**src/rtl/div_pkg.sv**
```systemverilog
// Shared types and constants for the iterative signed divider.
package div_pkg;

    typedef enum logic [1:0] {
        IDLE,
        CALC,
        FIX,
        DONE
    } div_state_t;

    localparam int unsigned DIV_WIDTH_DEFAULT = 32;

    // Most negative two's-complement value for a given width (width <= 64).
    function automatic logic [63:0] min_int(input int unsigned width);
        return 64'd1 << (width - 1);
    endfunction

endpackage

```
**src/rtl/div_restore_step.sv**
```systemverilog
// One radix-2 restoring step: shift in a dividend bit, subtract the divisor if it fits.
module div_restore_step #(
    parameter int unsigned WIDTH = 32
) (
    input  logic [WIDTH-1:0] rem_in,
    input  logic             bit_in,
    input  logic [WIDTH-1:0] dmag,
    output logic [WIDTH-1:0] rem_out,
    output logic             q_bit
);

    logic [WIDTH:0] shifted;

    // The partial remainder is always below dmag, so the difference fits in WIDTH bits.
    always_comb begin
        shifted = {rem_in, bit_in};
        q_bit   = (shifted >= {1'b0, dmag});
        rem_out = q_bit ? (shifted[WIDTH-1:0] - dmag) : shifted[WIDTH-1:0];
    end

endmodule

```
**src/rtl/seq_signed_divider.sv**
```systemverilog
// Iterative signed divider: sign/magnitude wrapper around a restoring core, start/done handshake.
module seq_signed_divider
    import div_pkg::*;
#(
    parameter int unsigned WIDTH = DIV_WIDTH_DEFAULT
) (
    input  logic             clk,
    input  logic             reset,
    input  logic             en,
    input  logic             start,
    input  logic [WIDTH-1:0] dividend,
    input  logic [WIDTH-1:0] divisor,
    output logic             busy,
    output logic             done,
    output logic [WIDTH-1:0] quotient,
    output logic [WIDTH-1:0] remainder,
    output logic             div_by_zero,
    output logic             overflow
);

    localparam int unsigned      CW      = $clog2(WIDTH);
    localparam logic [63:0]      MIN64   = min_int(WIDTH);
    localparam logic [WIDTH-1:0] MIN_VAL = MIN64[WIDTH-1:0];

    div_state_t       state, state_next;
    logic [WIDTH-1:0] aq;
    logic [WIDTH-1:0] dmag;
    logic [WIDTH-1:0] rem;
    logic [CW-1:0]    count;
    logic             neg_q, neg_r, min_neg1;
    logic [WIDTH-1:0] a_mag, b_mag;
    logic [WIDTH-1:0] rem_step;
    logic             q_bit;

    always_comb begin
        a_mag = dividend[WIDTH-1] ? (~dividend + 1'b1) : dividend;
        b_mag = divisor[WIDTH-1]  ? (~divisor + 1'b1)  : divisor;
    end

    div_restore_step #(.WIDTH(WIDTH)) u_step (
        .rem_in  (rem),
        .bit_in  (aq[WIDTH-1]),
        .dmag    (dmag),
        .rem_out (rem_step),
        .q_bit   (q_bit)
    );

    // done is registered one cycle behind the DONE state, so a start seen while done is high is refused.
    assign busy = (state != IDLE) || done;

    always_ff @(posedge clk) begin
        if (reset) begin
            state <= IDLE;
        end else if (en) begin
            state <= state_next;
        end
    end

    always_comb begin
        state_next = state;
        unique case (state)
            IDLE: if (start && !done) state_next = (divisor == '0) ? DONE : CALC;
            CALC: if (count == '0) state_next = FIX;
            FIX:  state_next = DONE;
            DONE: state_next = IDLE;
            default: state_next = IDLE;
        endcase
    end

    always_ff @(posedge clk) begin
        if (reset) begin
            done        <= 1'b0;
            quotient    <= '0;
            remainder   <= '0;
            div_by_zero <= 1'b0;
            overflow    <= 1'b0;
            aq          <= '0;
            dmag        <= '0;
            rem         <= '0;
            count       <= '0;
            neg_q       <= 1'b0;
            neg_r       <= 1'b0;
            min_neg1    <= 1'b0;
        end else if (en) begin
            done <= (state == DONE);
            unique case (state)
                IDLE: begin
                    if (start && !done) begin
                        aq       <= a_mag;
                        dmag     <= b_mag;
                        rem      <= '0;
                        count    <= CW'(WIDTH - 1);
                        neg_q    <= dividend[WIDTH-1] ^ divisor[WIDTH-1];
                        neg_r    <= dividend[WIDTH-1];
                        min_neg1 <= (dividend == MIN_VAL) && (divisor == '1);
                        overflow <= 1'b0;
                        if (divisor == '0) begin
                            quotient    <= '1;
                            remainder   <= dividend;
                            div_by_zero <= 1'b1;
                        end else begin
                            quotient    <= '0;
                            remainder   <= '0;
                            div_by_zero <= 1'b0;
                        end
                    end
                end
                CALC: begin
                    aq    <= {aq[WIDTH-2:0], q_bit};
                    rem   <= rem_step;
                    count <= count - 1'b1;
                end
                FIX: begin
                    quotient  <= neg_q ? (~aq + 1'b1) : aq;
                    remainder <= neg_r ? (~rem + 1'b1) : rem;
                    overflow  <= min_neg1;
                end
                default: ;
            endcase
        end
    end

endmodule

```
**config.mk**
```make
export PLATFORM = sky130hd
export DESIGN_NAME = seq_signed_divider
export DESIGN_NICKNAME = d
export VERILOG_FILES = /design/src/rtl/div_pkg.sv /design/src/rtl/div_restore_step.sv /design/src/rtl/seq_signed_divider.sv
export SDC_FILE = /design/constraint.sdc
export NUM_CORES = 1
export LEC_CHECK = 0
export BUFFER_PORTS_ARGS = -buffer_cell sky130_fd_sc_hd__buf_2
export CAP_MARGIN = 20
export CORE_AREA = 2 2 174 176
export CTS_BUF_LIST = sky130_fd_sc_hd__clkbuf_8
export DETAILED_ROUTE_END_ITERATION = 12
export DIE_AREA = 0 0 176 178
export GPL_ROUTABILITY_DRIVEN = 0
export PLACE_DENSITY = 0.66
export SLEW_MARGIN = 20
export SYNTH_ARGS = -nofsm -noshare
export SYNTH_HDL_FRONTEND = slang
export SYNTH_SLANG_ARGS = --single-unit
```
**constraint.sdc**
```tcl
create_clock -name clk -period 3.3 [get_ports clk]
set_input_delay 0 -clock clk [delete_from_list [all_inputs] [get_ports clk]]
set_output_delay 0 -clock clk [all_outputs]
set_load 0.02 [all_outputs]
```
==> flow_summary.toml <==
[clocking]
clkLatencyLatePin_ps = 480
ctsHtreeMaxLevel = 4
cts_tree = "built"
cts_num_sinks = 173
path_clk_slew_ps = 100
root_buffer = "clkbuf_8"
postCtsSetupBuffers = 0
clockBufferDepth = 2
cts_buffers = 17

[finish]
diodes = 0
finalNetCount = 1760
drive_above_1_share_pct = 14.8
fillCellCount = 2954
syn2layout_area_growth_pct = 17.6
multi_input_area_um2 = 7530
final-seq-area_um2 = 3460

[critical_path]
cp-end-kind = "flip-flop"
critical-path-top-delay-family = "compound AO/OA/AOI/OAI gates"
cp.arrival_ps = 3410
critPathLaunchType = "flip-flop"
crit_buf_inv = 2
required_ps = 3640
worstSetupPathType = "reg -> reg"
worst_path_most_repeated_cell = "a21oi_1"
critPathMaxFanout = 17
cp_slowest_cell = "ha_1"
cp_cell_sequence = "inv_1, ha_1, a21oi_1, a21boi_0, a21oi_1, nand3_2, a31oi_2, o31a_4, buf_4, mux2i_1, o21ai_0"
slowest_delay_ps = 400

[power_and_ir_drop]
swShare_pct = 39.6
power.density_nw_per_um2 = 446
intPower_w = 0.00368
clock_power_share_pct = 24.6
netSwitchingPower_w = 0.00241
leakagePower_nw = 5.60
max-vdd-ir-drop_v = 0.000248
comb_power_share_pct = 35.7
power.share.sequential_pct = 39.7

[routing]
viasPerCell = 5.61
ant_nets = 0
via_count = 11500
drc_errors = 0
firstDrtPassIters = 5
drt_iter0_markers = 946
drt-total-wl_um = 35300
avgRoutedWirePerCell_um = 17.2

[floorplanning]
core_area_um2 = 29400
ios = 136
num_rows = 63
die_x_um = 176
start_util_pct = 39.5
dieArea_um2 = 31300
die-height_um = 178

[synth]
seq_area_frac_synth_pct = 29.8
synth_cell_type_count = 74
netlist_area_um2 = 11600
synth_edf_count = 0
netlist_instances = 1496
syn_nets = 1609
ys_ff_latch = 173
synth-main-ff-cell = "dfxtp_1"
yosys_warnings = 0
synth-async-reset-ratio_pct = 0
synth.avg_cell_area_um2 = 7.77

[sta]
finalSetupViolCount = 0
fin_crit_sh_pct = 92.9
slew_viol_final = 0
worst_slack_ps = 234
hold_viol_final = 0
rsz0062_at_grt = "no"
fin_tns_setup_ps = 0
slew-limit-headroom_pct = 41.5
fin_worst_skew_ps = 21.4
tightest_slew_ps = 877
fin_crit_ps = 3070
fmax_mhz = 326

[run_status]
status = "completed"

[worst_hold_path]
min_path_type = "in -> reg"

[global_route]
grt-ovfl-total = 0
grt_first_pass_wirelength_um = 56700
grt_start_max_net_pins = 69
antenna_found_initial = 0
grt_pass1_vias = 10700
grt.total_usage_pct = 22.5

[placement]
port_buffers = 135
post-dp-hpwl_um = 26800
dp_slack_ps = 200

[job]
drv_cap = 0
==> worst register-to-register path: cells and delay by family, from the launching register on <==
kind,cells,cell delay [ps]
muxes,1,200
adders and majority gates,1,400
buffers and inverters,2,260
DFF,1,350
and+or+nand+nor,1,170
AOI/OAI and AO/OA,6,1560
==> synthesized netlist by cell type, drive strengths merged (3+ instances only) <==
library cell  instances  area share [%]
a211o                 4            0.30
o211ai               12            0.78
o31ai                32             2.1
nand4b                3            0.23
o21ai               106             4.6
dfxtp               173              30
xnor2                73             5.5
a31oi                16            0.91
nand2               168             5.4
ha                   44             4.7
nor4                 15             1.3
nand2b               15            0.81
or4                  10            0.81
o21a                  7            0.45
or3                  23             1.3
nor2b                10            0.54
inv                  59             1.9
o22ai                 5            0.27
buf                  23             1.2
a21o                 11            0.71
a221oi               33             2.5
clkbuf               77             2.5
nand3b                5            0.32
a32oi                 9            0.68
nor2                138             4.5
nor3                 58             2.5
a21boi                5            0.32
xor2                 72             5.4
a211oi               62             4.0
a21oi                96             4.1
and3                  8            0.43
mux2i                27             2.3
nand3                31             1.4
or2                   4            0.22
nand4                16            0.91
o41ai                21             1.7
==> cell type report <==
cell class,count,area share [%]
Sequential cell,173,25.3
Timing Repair Buffer,232,11.5
Inverter,59,1.62
Clock buffer,17,1.71
Tap cell,390,3.57
Clock inverter,15,1.11
Multi-Input combinational cell,1164,55.1
==> cell usage in the layout, fill, tap and decap left out, drive strengths merged, types with 17 or more instances in the layout <==
cell         synthesis  layout
a211oi              62      62
a21oi               96      96
a221oi              33      33
buf                 23     175
clkbuf              77      17
dfxtp              173     173
dlygate4sd3          0      57
ha                  44      44
inv                 59      67
mux2i               27      27
nand2              168     168
nand3               31      31
nor2               138     138
nor3                58      58
o21ai              106     106
o31ai               32      32
o41ai               21      21
or3                 23      23
xnor2               73      73
xor2                72      72
==> metrics by stage <==
step | cell area, um2 | util (%) | cells | hold slack (ps) | total power (W)
after CTS | 13700 | 46.5 | 2050 | 4.90 | 0.00611
after detailed placement | 12700 | 43.2 | 1961 | 300 | 0.00456
final | 13700 | 46.5 | 2050 | 30.2 | 0.00610
after floorplan | 11600 | - | 1496 | 136 | 0.00395
after global placement | 12700 | 43.2 | 1961 | 292 | 0.00454
after global routing | 13700 | 46.5 | 2050 | 20.4 | 0.00646
==> power by group through the flow <==
stage,clock network [W],registers (W),logic (W)
finish,0.00150,0.00242,0.00217
global route,0.00161,0.00245,0.00240
CTS,0.00154,0.00242,0.00215
detailed placement,0,0.00247,0.00209
global placement,0,0.00247,0.00207
floorplan,0,0.00251,0.00144
==> state kept, by name (all words and copies together), names as in the netlist <==
register,flops
overflow,1
state,2
rem,32
dmag,32
div_by_zero,1
min_neg1,1
count,5
neg_q,1
remainder,32
done,1
quotient,32
aq,32
neg_r,1
==> what timing repair did <==
| action | 4_1_cts | 5_1_grt |
|---|---|---|
| resized for setup | 0 | 1 |
| hold buffers | 57 | 0 |
| endpoints found under the setup margin | 0 | 8 |
| hold endpoints to repair | 69 | 0 |
==> kinds of logic after synthesis <==
logic type / synth area share (%)
AOI/OAI and AO/OA: 24.9
DFF: 29.8
and+or+nand+nor: 21.5
buffers and inverters: 5.65
adders and majority gates: 4.91
xor gates and xnor gates: 10.9
muxes: 2.33
==> final timing paths <==
path,slack (ps),startpoint,depth (start not counted),end
min reg2reg,470,div_by_zero,2,div_by_zero
max reg2reg,230,dmag[14],11,rem[17]
min,30,divisor[1],3,dmag[1]
max,230,dmag[14],11,rem[17]
==> metal layers <==
metal	up-vias	track usage, %	part of all wire [%]
met5	-	0	0
met4	0	6.40	1.9
met3	53	3.13	5.0
met2	359	38.6	48
met1	5380	29.4	45
li1	5704	-	-
No activity file was read; power rests on OpenSTA's default activity.
